$ cat config.mk
export PLATFORM = sky130hd
export DESIGN_NAME = pipe_reg_hs_flat
export DESIGN_NICKNAME = d
export VERILOG_FILES = /design/src/rtl/pipe_reg_hs_pkg.sv /design/src/rtl/pipe_reg_hs_if.sv /design/src/rtl/pipe_stage_hs.sv /design/src/rtl/pipe_reg_hs.sv /design/src/flat_wrapper.sv
export SDC_FILE = /design/constraint.sdc
export NUM_CORES = 1
export LEC_CHECK = 0
export BUFFER_PORTS_ARGS = -buffer_cell sky130_fd_sc_hd__buf_2
export CAP_MARGIN = 20
export CORE_AREA = 10 10 72 86
export DETAILED_ROUTE_END_ITERATION = 12
export DIE_AREA = 0 0 82 96
export PLACE_DENSITY = 0.82
export RECOVER_POWER = 100
export SLEW_MARGIN = 20
export SYNTH_ARGS = -nofsm -noshare
export SYNTH_HDL_FRONTEND = slang
export SYNTH_SLANG_ARGS = --single-unit
export TNS_END_PERCENT = 10
$ cat constraint.sdc
create_clock -name clk_pll -period 3.93 [get_ports clk_pll]
set_clock_uncertainty 0.15 [all_clocks]
set_input_delay 0.786 -clock clk_pll [delete_from_list [all_inputs] [get_ports clk_pll]]
set_output_delay 0.786 -clock clk_pll [all_outputs]
set_load 0.01 [all_outputs]
$ cat src/rtl/pipe_reg_hs_pkg.sv
// Shared helpers for the handshaked pipe register: occupancy counter sizing.
package pipe_reg_hs_pkg;

  // Bits needed to count 0..pipes valid stages inclusive.
  function automatic int occ_width(input int pipes);
    return $clog2(pipes + 1);
  endfunction

endpackage

$ cat src/rtl/pipe_reg_hs_if.sv
// Valid/ready bundle between an FPU stage producer, the pipe register and its consumer.
interface pipe_reg_hs_if #(
  parameter int NUM_OF_BITS  = 27,
  parameter int NUM_OF_PIPES = 2
);
  import pipe_reg_hs_pkg::*;

  localparam int OCC_W = occ_width(NUM_OF_PIPES);

  logic                   flush;
  logic                   in_valid;
  logic [NUM_OF_BITS-1:0] in_data;
  logic                   in_ready;
  logic                   out_valid;
  logic [NUM_OF_BITS-1:0] out_data;
  logic                   out_ready;
  logic [OCC_W-1:0]       occupancy;

  modport master (
    output flush, in_valid, in_data, out_ready,
    input  in_ready, out_valid, out_data, occupancy
  );

  modport slave (
    input  flush, in_valid, in_data, out_ready,
    output in_ready, out_valid, out_data, occupancy
  );

endinterface

$ cat src/rtl/pipe_stage_hs.sv
// One valid/data register of the pipe; loads from its source when advanced, clears on flush.
module pipe_stage_hs #(
  parameter int NUM_OF_BITS = 27
) (
  input  logic                   clk_pll,
  input  logic                   rst,
  input  logic                   clear,
  input  logic                   adv,
  input  logic                   src_valid,
  input  logic [NUM_OF_BITS-1:0] src_data,
  output logic                   vld_q,
  output logic [NUM_OF_BITS-1:0] data_q
);

  always_ff @(posedge clk_pll) begin
    if (rst) begin
      // NOTE: the payload register is reset as well so out_data reads 0 after rst.
      vld_q  <= 1'b0;
      data_q <= '0;
    end else if (clear) begin
      vld_q <= 1'b0;
    end else if (adv) begin
      vld_q <= src_valid;
      // NOTE: payload captures only valid sources so bubbles never toggle the datapath.
      if (src_valid) data_q <= src_data;
    end
  end

endmodule

$ cat src/rtl/pipe_reg_hs.sv
// Parametrised valid/ready pipe register with flush, occupancy and selectable stall mode.
module pipe_reg_hs
  import pipe_reg_hs_pkg::*;
#(
  parameter int NUM_OF_BITS     = 27,
  parameter int NUM_OF_PIPES    = 2,
  parameter int BUBBLE_COLLAPSE = 1
) (
  input logic         clk_pll,
  input logic         rst,
  pipe_reg_hs_if.slave bus
);

  localparam int LAST  = NUM_OF_PIPES - 1;
  localparam int OCC_W = occ_width(NUM_OF_PIPES);

  logic [LAST:0]          vld_q;
  logic [LAST:0]          adv;
  logic [NUM_OF_BITS-1:0] data_q [NUM_OF_PIPES];
  logic [OCC_W-1:0]       occ_q;
  logic                   in_xfer;
  logic                   out_xfer;

  for (genvar i = 0; i < NUM_OF_PIPES; i++) begin : g_stage
    logic                   src_valid;
    logic [NUM_OF_BITS-1:0] src_data;

    // The collapse ready chain unrolls to: some stage at or after i is empty, or the output drains.
    if (BUBBLE_COLLAPSE != 0) begin : g_collapse
      assign adv[i] = !(&vld_q[LAST:i]) || bus.out_ready;
    end else begin : g_global
      assign adv[i] = !vld_q[LAST] || bus.out_ready;
    end

    if (i == 0) begin : g_head
      assign src_valid = bus.in_valid;
      assign src_data  = bus.in_data;
    end else begin : g_body
      assign src_valid = vld_q[i-1];
      assign src_data  = data_q[i-1];
    end

    pipe_stage_hs #(.NUM_OF_BITS(NUM_OF_BITS)) u_stage (
      .clk_pll   (clk_pll),
      .rst       (rst),
      .clear     (bus.flush),
      .adv       (adv[i]),
      .src_valid (src_valid),
      .src_data  (src_data),
      .vld_q     (vld_q[i]),
      .data_q    (data_q[i])
    );
  end

  assign bus.in_ready  = adv[0] && !bus.flush && !rst;
  assign bus.out_valid = vld_q[LAST];
  assign bus.out_data  = data_q[LAST];
  assign bus.occupancy = occ_q;

  assign in_xfer  = bus.in_valid && bus.in_ready;
  assign out_xfer = bus.out_valid && bus.out_ready;

  // Internal stage moves never change the valid count, so only the two transfers adjust it.
  always_ff @(posedge clk_pll) begin
    if (rst || bus.flush) occ_q <= '0;
    else                  occ_q <= occ_q + OCC_W'(in_xfer) - OCC_W'(out_xfer);
  end

endmodule

$ cat src/flat_wrapper.sv
// flat-port wrapper written by rule: the top's interface ports become plain ports
module pipe_reg_hs_flat import pipe_reg_hs_pkg::*;
#(
  parameter int NUM_OF_BITS     = 27,
  parameter int NUM_OF_PIPES    = 2,
  parameter int BUBBLE_COLLAPSE = 1
)
  (clk_pll, rst, bus_flush, bus_in_valid, bus_in_data, bus_out_ready, bus_in_ready, bus_out_valid, bus_out_data, bus_occupancy);
  pipe_reg_hs_if #(.NUM_OF_BITS(NUM_OF_BITS), .NUM_OF_PIPES(NUM_OF_PIPES)) bus_i ();
  input logic clk_pll;
  input logic rst;
  input wire logic [$bits(bus_i.flush)-1:0] bus_flush;
  input wire logic [$bits(bus_i.in_valid)-1:0] bus_in_valid;
  input wire logic [$bits(bus_i.in_data)-1:0] bus_in_data;
  input wire logic [$bits(bus_i.out_ready)-1:0] bus_out_ready;
  output wire logic [$bits(bus_i.in_ready)-1:0] bus_in_ready;
  output wire logic [$bits(bus_i.out_valid)-1:0] bus_out_valid;
  output wire logic [$bits(bus_i.out_data)-1:0] bus_out_data;
  output wire logic [$bits(bus_i.occupancy)-1:0] bus_occupancy;
  assign bus_i.flush = bus_flush;
  assign bus_i.in_valid = bus_in_valid;
  assign bus_i.in_data = bus_in_data;
  assign bus_i.out_ready = bus_out_ready;
  assign bus_in_ready = bus_i.in_ready;
  assign bus_out_valid = bus_i.out_valid;
  assign bus_out_data = bus_i.out_data;
  assign bus_occupancy = bus_i.occupancy;
  pipe_reg_hs #(.NUM_OF_BITS(NUM_OF_BITS), .NUM_OF_PIPES(NUM_OF_PIPES), .BUBBLE_COLLAPSE(BUBBLE_COLLAPSE)) u_core (.clk_pll(clk_pll), .rst(rst), .bus(bus_i));
endmodule
== Word-level counts from Yosys, hierarchy flattened ==
Index checks and enable logic that the tools add are counted.
Widths: inputs -> output; s select.
Word-level totals
  flip-flop bits (word level): 58
  input port bits: 32
  output and inout bits: 31
  word-level logic and storage cells: 23
Cells by class
  add/sub/neg operators: 2
  bitwise operators: 1
  reduce and logical (&&, ||, !) cells: 15
Operators with widths (number)
  $reduce_and 3->1: 2
  $logic_and 1x1->1: 4
  $logic_not 1->1: 4
  $logic_or 1x1->1: 3
  $add 2x1->2: 1
  $reduce_and 2->1: 1
  $reduce_or 2->1: 1
  $sub 2x1->2: 1
  $not 1->1: 1

== Longest topological paths before layout ==
Gate-level depths: netlist (run 1).
  depth in word-level cells: 8
  gate-level depth with buffers: 8
  gate-level depth less buffers: 6

== Modules after synthesis ==
From an unflattened synthesis (run 1), not the netlist that was laid out.
Unflattened totals
  cell total of the unflattened synthesis: 256
  area, all modules: 2677.6 um2
Modules (own cells, without submodules)
  pipe_stage_hs: times used 2, cells each 121, area an instance 1267.5 um2, seq. area each 560.5 um2
  pipe_reg_hs: times used 1, cells each 14, area an instance 142.6 um2, seq. area each 40.0 um2

== Worst setup path before layout (run 1) ==
Ideal clock, no wire load.
  path kind: in2out
  start: input bus_out_ready
  end: output bus_in_ready
  arrival: 1.515 ns
  required time: 2.994 ns
  path slack: 1.479 ns
  stages: 3
  buffers on the path: 1
  cell sequence: and2b_1 buf_2 a211oi_1
Between the ends
  word-level cells in the longest chain between the ends: 3
RTL lines
  start, declared: RTL line flat_wrapper.sv:15  | input wire logic [$bits(bus_i.out_ready)-1:0] bus_out_ready;
  $logic_or 1x1->1: RTL line pipe_reg_hs.sv:30  | assign adv[i] = !(&vld_q[LAST:i]) || bus.out_ready;
  $logic_and 1x1->1 (2 in series): RTL line pipe_reg_hs.sv:55  | assign bus.in_ready = adv[0] && !bus.flush && !rst;
  end, declared: RTL line flat_wrapper.sv:16  | output wire logic [$bits(bus_i.in_ready)-1:0] bus_in_ready;
No other way between the ends.

== Final worst setup path (run 1) ==
  start: input bus_out_ready
  end: register u_core.g_stage[0].u_stage.data_q[7]
Between the ends
  word-level cells in the longest chain between the ends: 2
RTL lines
  $logic_or 1x1->1: RTL line pipe_reg_hs.sv:30
  $reduce_and 3->1 (no source line)
  end signal, assigned: RTL line pipe_stage_hs.sv:25  | if (src_valid) data_q <= src_data;
  end, declared: RTL line pipe_stage_hs.sv:12  | output logic [NUM_OF_BITS-1:0] data_q
No other way between the ends.
A chain may end at the register's enable or synchronous reset.

==> results of run 1 <==
==> flip-flops by register name (all words and copies together), names as in the netlist <==
signal	cells
u_core.bus.occupancy	2
u_core.g_stage.u_stage.vld_q	2
u_core.g_stage.u_stage.data_q	54
==> cell families after synthesis <==
kind of cell	after synthesis
and+or+nand+nor	93
DFF	58
AOI/OAI and AO/OA	57
muxes	27
buffers and inverters	26
xor gates and xnor gates	2
adders and majority gates	2
==> cells in the final DEF, fill, tap and decap left out, types with 3 or more instances in the layout <==
cell type  count
mux2i_1       27
buf_4          3
nand3_1       27
a21oi_1       29
nor3_1         3
buf_2         29
dfxtp_1       58
clkbuf_8      12
nand2b_1      56
clkbuf_1      35
o21ai_0       27
==> through the flow <==
step	total power (µW)	instances	worst slack [ps]	hold WS, ps
6_report	1190	380	888	314
5_1_grt	1250	380	657	338
4_1_cts	1210	380	1260	314
3_5_place_dp	713	364	1260	307
3_3_place_gp	710	364	1280	301
2_1_floorplan	689	265	1480	294
==> routing by layer <==
metal / GRT usage, % / vias to the layer above / routed length [µm]
li1: - / 999 / -
met1: 16.3 / 914 / 2170
met5: 0 / - / 0
met4: 5.97 / 0 / 62
met3: 7.09 / 6 / 452
met2: 24.6 / 49 / 2880
==> area by class of cell <==
cell class              count  area, µm²
inverters                   2       7.51
multi-input cells         181       1150
clock inverters             2       10.0
fillers                   434       1660
clock buffers              14        173
repair buffers             65        292
well taps                  58       72.6
flip-flops and latches     58       1160
==> final timing paths <==
| check | startpoint | endpoint | slack, ps | cells past startpoint |
|---|---|---|---|---|
| worst max-delay path | bus_out_ready | u_core.g_stage[0].u_stage.data_q[7]$_SDFFE_PP0P_ | 890 | 5 |
| worst min-delay path | u_core.g_stage[0].u_stage.data_q[24]$_SDFFE_PP0P_ | u_core.g_stage[1].u_stage.data_q[24]$_SDFFE_PP0P_ | 310 | 2 |
| worst max register to register | u_core.g_stage[1].u_stage.vld_q$_SDFFE_PP0N_ | u_core.g_stage[0].u_stage.data_q[7]$_SDFFE_PP0P_ | 1150 | 4 |
| worst min register to register | u_core.g_stage[0].u_stage.data_q[24]$_SDFFE_PP0P_ | u_core.g_stage[1].u_stage.data_q[24]$_SDFFE_PP0P_ | 310 | 2 |
==> critical path, cell delays in order <==
cell,delay (ps)
clkbuf_1,100
and2b_1,340
a21oi_1,1200
buf_4,460
mux2i_1,240
==> power by group through the flow <==
stage               logic (µW)  clock network [µW]  registers (µW)
global route              95.6                 535             616
CTS                       86.9                 509             614
detailed placement        86.0                   0             627
global placement          83.6                   0             626
finish                    84.1                 494             614
floorplan                 63.5                   0             626
==> flow_summary.json, run 1 <==
{
  "synthAdderAreaFrac_pct": 1.01,
  "synth_flop_cell": "dfxtp_1",
  "fin_crit_sh_pct": 77.4,
  "cp-start-kind": "input port",
  "synthXorXnorAreaFrac_pct": 0.706,
  "post-route-min-period_ps": 3040,
  "required_ps": 4030,
  "synth_top_family_by_area": "simple AND/OR/NAND/NOR gates",
  "die_h_um": 96,
  "seq_power_share_pct": 51.5,
  "switching_share_pct": 22.4,
  "hold_path.class": "register to register",
  "max_freq_mhz": 329,
  "crit_fanout": 17,
  "first_iter_violations": 104,
  "clkSinkCount": 58,
  "cts-root-buf": "clkbuf_8",
  "cts_buffers": 9,
  "cts_htree_levels": 3,
  "netlist_top_cells_count": "dfxtp_1, nand2b_1, a21oi_1",
  "p_switching_uw": 267,
  "async_reset_ff_share_pct": 0,
  "violations": "capacitance limit, slew limit",
  "num_rows": 27,
  "n_antenna_cell": 0,
  "grt_pass1_wl_um": 9080,
  "status": "complete, but fails checks",
  "synth_enable_flop_cells": 0,
  "syn-cell-area_um2": 2480,
  "place_area_um2": 2740,
  "final_area_um2": 2870,
  "timing.slew.headroom_pct": -25.5,
  "ys_warn_count": 0,
  "endpoint_kind": "register",
  "num_vias": 1968,
  "ioPinCount": 63,
  "synth.area.mux_share_pct": 10.9,
  "syn-mean-instance-area_um2": 9.36,
  "die-area_um2": 7870,
  "routabilityCongestion": 0.748,
  "wl_per_cell_um": 14.6,
  "antenna_found_initial": 0,
  "cts_resized": 0,
  "synth_top_area_cell": "dfxtp_1",
  "ant_nets": 0,
  "cts.path.max_buffers": 2,
  "syn_nets": 299,
  "power.density_nw_per_um2": 416,
  "grt_usage_pct": 15.0,
  "area_delta_synth_final_pct": 15.5,
  "slew_viol_final": 28,
  "synth_cell_type_count": 26,
  "cts_hold_buf": 0,
  "dieWidth_um": 82,
  "grt_pass1_vias": 1993,
  "maxCapViolCount": 1,
  "tns_ps": 0,
  "grt_setup_unrepaired": "false",
  "portBuffers": 62,
  "drt_wl_total_um": 5560,
  "synth.most_common_cell": "dfxtp_1",
  "overflow": 0,
  "combPwrFrac_pct": 7.1,
  "synth_compound_area_share_pct": 11.7,
  "place.detailed.hpwl_um": 3650,
  "synthTopCellsByArea": "dfxtp_1, nand2b_1, mux2i_1, a21oi_1, nand3_1",
  "clkLatencyLatePin_ps": 320,
  "core-area_um2": 4530,
  "detail_route.vias_per_cell": 5.18,
  "cts_setup_buffers": 0,
  "synth_cells": 265,
  "vdd_ir_drop_max_mv": 0.257,
  "finalHoldViolCount": 0,
  "intPower_uw": 925,
  "drcViolationCount": 0,
  "ys_seq_area_share_pct": 46.8,
  "leakage_uw": 0.00106,
  "synth-simple-area-share_pct": 22.2,
  "p_clk_share_pct": 41.4,
  "grt_max_degree": 64,
  "yosysTopAreaCellShare_pct": 46.8,
  "setup_violations": 0,
  "worstPathArrival_ps": 3140,
  "drive_gt1_share_pct": 14.6,
  "final_util_pct": 63.3,
  "worstMarginPinSlew_ps": 1880,
  "ys_ff_latch": 58,
  "critPathKind": "input port to register",
  "start_util_pct": 54.8,
  "nNetsFinal": 351,
  "dr.pass1.iters": 4,
  "cts.clk_slew.worst_paths_ps": 60,
  "cts_tree": "built"
}
(Power assumes the default switching activity.)
==> run 2, diff against run 1 <==
--- a/config.mk
+++ b/config.mk
@@ -7,10 +7,10 @@
 export LEC_CHECK = 0
 export BUFFER_PORTS_ARGS = -buffer_cell sky130_fd_sc_hd__buf_2
 export CAP_MARGIN = 20
-export CORE_AREA = 10 10 72 86
+export CORE_AREA = 10 10 78 93
 export DETAILED_ROUTE_END_ITERATION = 12
-export DIE_AREA = 0 0 82 96
-export PLACE_DENSITY = 0.82
+export DIE_AREA = 0 0 88 103
+export PLACE_DENSITY = 0.73
 export RECOVER_POWER = 100
 export SLEW_MARGIN = 20
 export SYNTH_ARGS = -nofsm -noshare
==> constraint.sdc (replaced) <==
create_clock -name clk_pll -period 2.7 [get_ports clk_pll]
set_clock_uncertainty 0.15 [all_clocks]
set_input_delay 0.54 -clock clk_pll [delete_from_list [all_inputs] [get_ports clk_pll]]
set_output_delay 0.54 -clock clk_pll [all_outputs]
set_load 0.01 [all_outputs]
==> run 2 against run 1 <==
Against the previous run: the run now ends clean; non-clock buffer count rose by 4; clock power rose by 57%; count of clock-buffer cells in the layout rose by 1; register-to-register slack got worse by 530 ps; worst hold slack got worse by 2.2 ps; via count rose by 0.51%.
==> flow_summary.json, run 2 (synthesis results as in run 1) <==
{
  "clkSinkCount": 58,
  "drcViolationCount": 0,
  "grt_usage_pct": 12.6,
  "start_util_pct": 45.0,
  "detail_route.vias_per_cell": 5.07,
  "critPathBufInv": 1,
  "finalHoldViolCount": 0,
  "overflow": 0,
  "nNetsFinal": 355,
  "critical-path-top-delay-family": "flip-flops",
  "status": "completed",
  "cts.clk_slew.worst_paths_ps": 60,
  "cts.path.max_buffers": 2,
  "drt_wl_total_um": 5640,
  "cts_tree": "built",
  "first_iter_violations": 68,
  "grt_max_degree": 59,
  "cpPeakStageDelay_ps": 320,
  "antenna_found_initial": 0,
  "core-area_um2": 5520,
  "rrSetupSlack_ps": 620,
  "ant_nets": 0,
  "tns_ps": 0,
  "n_antenna_cell": 0,
  "setup_violations": 0,
  "finalPower_uw": 1800,
  "drive_gt1_share_pct": 16.6,
  "max_freq_mhz": 464,
  "crit_fanout": 14,
  "largest_register_ffs": 54,
  "slowest_stage": "dfxtp_1",
  "vdd_ir_drop_max_mv": 0.317,
  "dp_slack_ps": 561,
  "cts_setup_buffers": 0,
  "hold_path.class": "input port to register",
  "r2r_start": "u_core.g_stage[1].u_stage.vld_q$_SDFFE_PP0N_",
  "cts_buffers": 9,
  "ff2ff_path_depth": 4,
  "reg2reg_to": "u_core.g_stage[0].u_stage.data_q[19]$_SDFFE_PP0P_",
  "fin_crit_sh_pct": 79.8,
  "area_delta_synth_final_pct": 18.0,
  "timing.slew.headroom_pct": 39.3,
  "cp.depth": 3,
  "cts_resized": 0,
  "worstMarginPinSlew_ps": 911,
  "cts-root-buf": "clkbuf_8",
  "finalWorstSetupSlack_ps": 546,
  "clkLatencyLatePin_ps": 330,
  "layout_common_cells": "dfxtp_1, nand2b_1, clkbuf_1, buf_2, a21oi_1",
  "dieWidth_um": 88,
  "holdPathStages": 3,
  "ioPinCount": 63,
  "post-route-min-period_ps": 2150,
  "hold_path_end": "u_core.g_stage[0].u_stage.data_q[20]$_SDFFE_PP0P_",
  "dr.pass1.iters": 5,
  "cts_hold_buf": 0,
  "die_h_um": 103,
  "grt_pass1_wl_um": 8900,
  "critPathKind": "register to output port",
  "cts_htree_levels": 3,
  "power.density_nw_per_um2": 615,
  "wl_per_cell_um": 14.5,
  "die-area_um2": 9060,
  "routabilityCongestion": 0.748,
  "maxCapViolCount": 0,
  "cp-start-kind": "register",
  "path_cells": "and2b_1, a211oi_1, clkbuf_1",
  "leakage_uw": 0.00109,
  "endpoint_kind": "output port",
  "layout_commonest_cell": "dfxtp_1",
  "num_vias": 1978,
  "slew_viol_final": 0,
  "portBuffers": 62,
  "place.detailed.hpwl_um": 3790,
  "worstPathArrival_ps": 1460,
  "grt_pass1_vias": 1967,
  "num_rows": 30,
  "min_from": "bus_in_data[20]",
  "required_ps": 2010,
  "grt_setup_unrepaired": "false",
  "largest_register": "u_core.g_stage.u_stage.data_q"
}
==> run 2: per-layer routing <==
metal | part of all wire, % | wire (µm) | global-route usage (%)
met5 | 0 | 0 | 0
met2 | 49 | 2750 | 20.8
met1 | 44 | 2460 | 13.6
met3 | 5.9 | 332 | 4.27
met4 | 1.7 | 96 | 7.37
==> run 2: cell type report <==
cell class | instances | area [µm²]
sequential | 58 | 1160
multi-input combinational | 181 | 1160
fill | 536 | 2590
timing repair buffer | 69 | 318
clock inverter | 1 | 5.00
tap | 64 | 80.1
clock buffer | 15 | 196
inverter | 2 | 7.51
==> run 2: worst register-to-register path, cell delays in order (launching register included) <==
cell and delay, ps:
dfxtp_1 320, and2b_1 320, a21oi_4 210, clkbuf_2 710, mux2i_1 280
==> run 2: power breakdown <==
group	switching, µW	internal (µW)
combinational	64.6	62.1
clock	321	458
sequential	13.4	881
==> run 2: stage by stage <==
stage / hold slack [ps] / instances / util (%) / area [µm²]
final: 312 / 390 / 53.1 / 2930
after global routing: 312 / 390 / 53.1 / 2930
after CTS: 300 / 390 / 53.9 / 2980
after detailed placement: 308 / 374 / 50.3 / 2780
after global placement: 300 / 374 / 50.3 / 2780
after floorplan: 294 / 265 / - / 2480
==> run 2: how the worst max path moves through the flow <==
stage / from / end
after floorplan: bus_out_ready / bus_in_ready
after global placement: bus_out_ready / bus_in_ready
after detailed placement: bus_out_ready / bus_in_ready
after CTS: u_core.g_stage[1].u_stage.vld_q$_SDFFE_PP0N_ / bus_in_ready
after global routing: u_core.g_stage[1].u_stage.vld_q$_SDFFE_PP0N_ / bus_in_ready
final: u_core.g_stage[1].u_stage.vld_q$_SDFFE_PP0N_ / bus_in_ready
==> run 3, diff against run 2 <==
--- a/config.mk
+++ b/config.mk
@@ -7,10 +7,10 @@
 export LEC_CHECK = 0
 export BUFFER_PORTS_ARGS = -buffer_cell sky130_fd_sc_hd__buf_2
 export CAP_MARGIN = 20
-export CORE_AREA = 10 10 78 93
+export CORE_AREA = 10 10 75 89
 export DETAILED_ROUTE_END_ITERATION = 12
-export DIE_AREA = 0 0 88 103
-export PLACE_DENSITY = 0.73
+export DIE_AREA = 0 0 85 99
+export PLACE_DENSITY = 0.76
 export RECOVER_POWER = 100
 export SLEW_MARGIN = 20
 export SYNTH_ARGS = -nofsm -noshare
==> constraint.sdc (replaced) <==
create_clock -name clk_pll -period 2 [get_ports clk_pll]
set_clock_uncertainty 0.15 [all_clocks]
set_input_delay 0.4 -clock clk_pll [delete_from_list [all_inputs] [get_ports clk_pll]]
set_output_delay 0.4 -clock clk_pll [all_outputs]
set_load 0.01 [all_outputs]
==> run 3 against run 2 <==
Against the previous run: flip-flop and latch count unchanged; sequential share of layout area increased by 0.62 points; via count increased by 0.46%; combinational power increased by 34%; first-iteration DRC count increased by 19%; count of clock-buffer cells in the layout decreased by 2; global-route usage increased by 1.4 points.
==> flow_summary.json, run 3 (synthesis results as in run 1) <==
{
  "status": "completed",
  "switching_share_pct": 22.4,
  "nNetsFinal": 357,
  "critical-path-top-delay-family": "flip-flops",
  "worstPathArrival_ps": 1260,
  "num_rows": 28,
  "max_freq_mhz": 551,
  "combPwrFrac_pct": 7.5,
  "slowest_stage": "dfxtp_1",
  "power.density_nw_per_um2": 791,
  "cts_htree_levels": 3,
  "cts-root-buf": "clkbuf_8",
  "tns_ps": 0,
  "portBuffers": 62,
  "worstMarginPinSlew_ps": 803,
  "overflow": 0,
  "start_util_pct": 50.2,
  "wl_per_cell_um": 15.1,
  "clkLatencyLatePin_ps": 330,
  "leakage_uw": 0.00107,
  "p_clk_share_pct": 39.6,
  "dr.pass1.iters": 4,
  "timing.slew.headroom_pct": 46.5,
  "cts_hold_buf": 0,
  "cpPeakStageDelay_ps": 320,
  "critPathKind": "register to output port",
  "cp-start-kind": "register",
  "grt_usage_pct": 14.0,
  "cts_buffers": 9,
  "cts.path.max_buffers": 2,
  "finalPower_uw": 2280,
  "critPathBufInv": 1,
  "maxCapViolCount": 0,
  "drt_wl_total_um": 5810,
  "required_ps": 1450,
  "n_antenna_cell": 0,
  "hold_path.class": "input port to register",
  "cts_tree": "built",
  "fillers": 467,
  "ant_nets": 0,
  "grt_setup_unrepaired": "false",
  "cts_resized": 0,
  "startpoint": "u_core.g_stage[1].u_stage.vld_q$_SDFFE_PP0N_",
  "grt_max_degree": 46,
  "p_switching_uw": 510,
  "ioPinCount": 63,
  "num_vias": 1987,
  "path_cells": "and2b_1, a211oi_1, clkbuf_1",
  "endpoint_kind": "output port",
  "die_h_um": 99,
  "seqCellArea_um2": 1160,
  "cts_setup_buffers": 0,
  "area_delta_synth_final_pct": 16.2,
  "setup_violations": 0,
  "detail_route.vias_per_cell": 5.16,
  "seq_power_share_pct": 52.9,
  "multi_input_area_um2": 1150,
  "vdd_ir_drop_max_mv": 0.486,
  "die-area_um2": 8420,
  "post-route-min-period_ps": 1810,
  "antenna_found_initial": 0,
  "grt_pass1_wl_um": 9480,
  "slew_viol_final": 0,
  "fin_crit_sh_pct": 90.7,
  "cts.clk_slew.worst_paths_ps": 60,
  "crit_fanout": 4,
  "clkSinkCount": 58,
  "r2r_start": "u_core.g_stage[1].u_stage.vld_q$_SDFFE_PP0N_",
  "grt_pass1_vias": 1980,
  "drive_gt1_share_pct": 15.4,
  "routabilityCongestion": 0.697,
  "place.detailed.hpwl_um": 3920,
  "largest_register_ffs": 54,
  "min_from": "bus_in_data[24]",
  "finalHoldViolCount": 0,
  "core-area_um2": 4940,
  "intPower_uw": 1770,
  "largest_register": "u_core.g_stage.u_stage.data_q",
  "layout_common_cells": "dfxtp_1, nand2b_1, clkbuf_1, buf_2, a21oi_1",
  "first_iter_violations": 81,
  "dieWidth_um": 85,
  "layout_commonest_cell": "dfxtp_1",
  "drcViolationCount": 0
}
## run 3: cell type report
class | instances | area share (%)
clock buffers | 13 | 5.51
well taps | 60 | 2.60
inverters | 2 | 0.260
repair buffers | 71 | 11.5
flip-flops and latches | 58 | 40.3
multi-input cells | 181 | 39.8
## run 3: final timing paths
kind,endpoint,depth (start not counted),slack (ps)
setup / recovery,bus_in_ready,3,190
hold / removal,u_core.g_stage[0].u_stage.data_q[24]$_SDFFE_PP0P_,3,180
setup reg to reg,u_core.g_stage[0].u_stage.data_q[2]$_SDFFE_PP0P_,4,270
hold reg to reg,u_core.g_stage[1].u_stage.data_q[11]$_SDFFE_PP0P_,2,310
## run 3: per-layer routing
metal | track usage, % | share of wire (%)
met4 | 7.61 | 2.0
met2 | 22.7 | 50
met3 | 5.11 | 6.2
met5 | 0 | 0
met1 | 15.4 | 42
## run 3: power by group through the flow
stage	Clock [µW]	Sequential (µW)	Combinational, µW
2_1_floorplan	0	1230	125
3_3_place_gp	0	1230	171
3_5_place_dp	0	1230	175
4_1_cts	928	1210	176
5_1_grt	978	1210	190
6_report	902	1210	170
## run 3: stage by stage
stage          instances  setup slack [ps]  hold slack, ps  util (%)  instance area, µm²
4_1_cts              385               157             164      59.6                2940
3_5_place_dp         372               274             306      56.4                2790
6_report             385               185             176      58.4                2880
5_1_grt              385               109             178      58.4                2880
3_3_place_gp         372               338             302      56.4                2790
2_1_floorplan        265               308             294         -                2480
## run 3: worst min-delay path: stages
cell      delay [ps]
buf_2             90
nand2b_1          50
mux2i_1           60
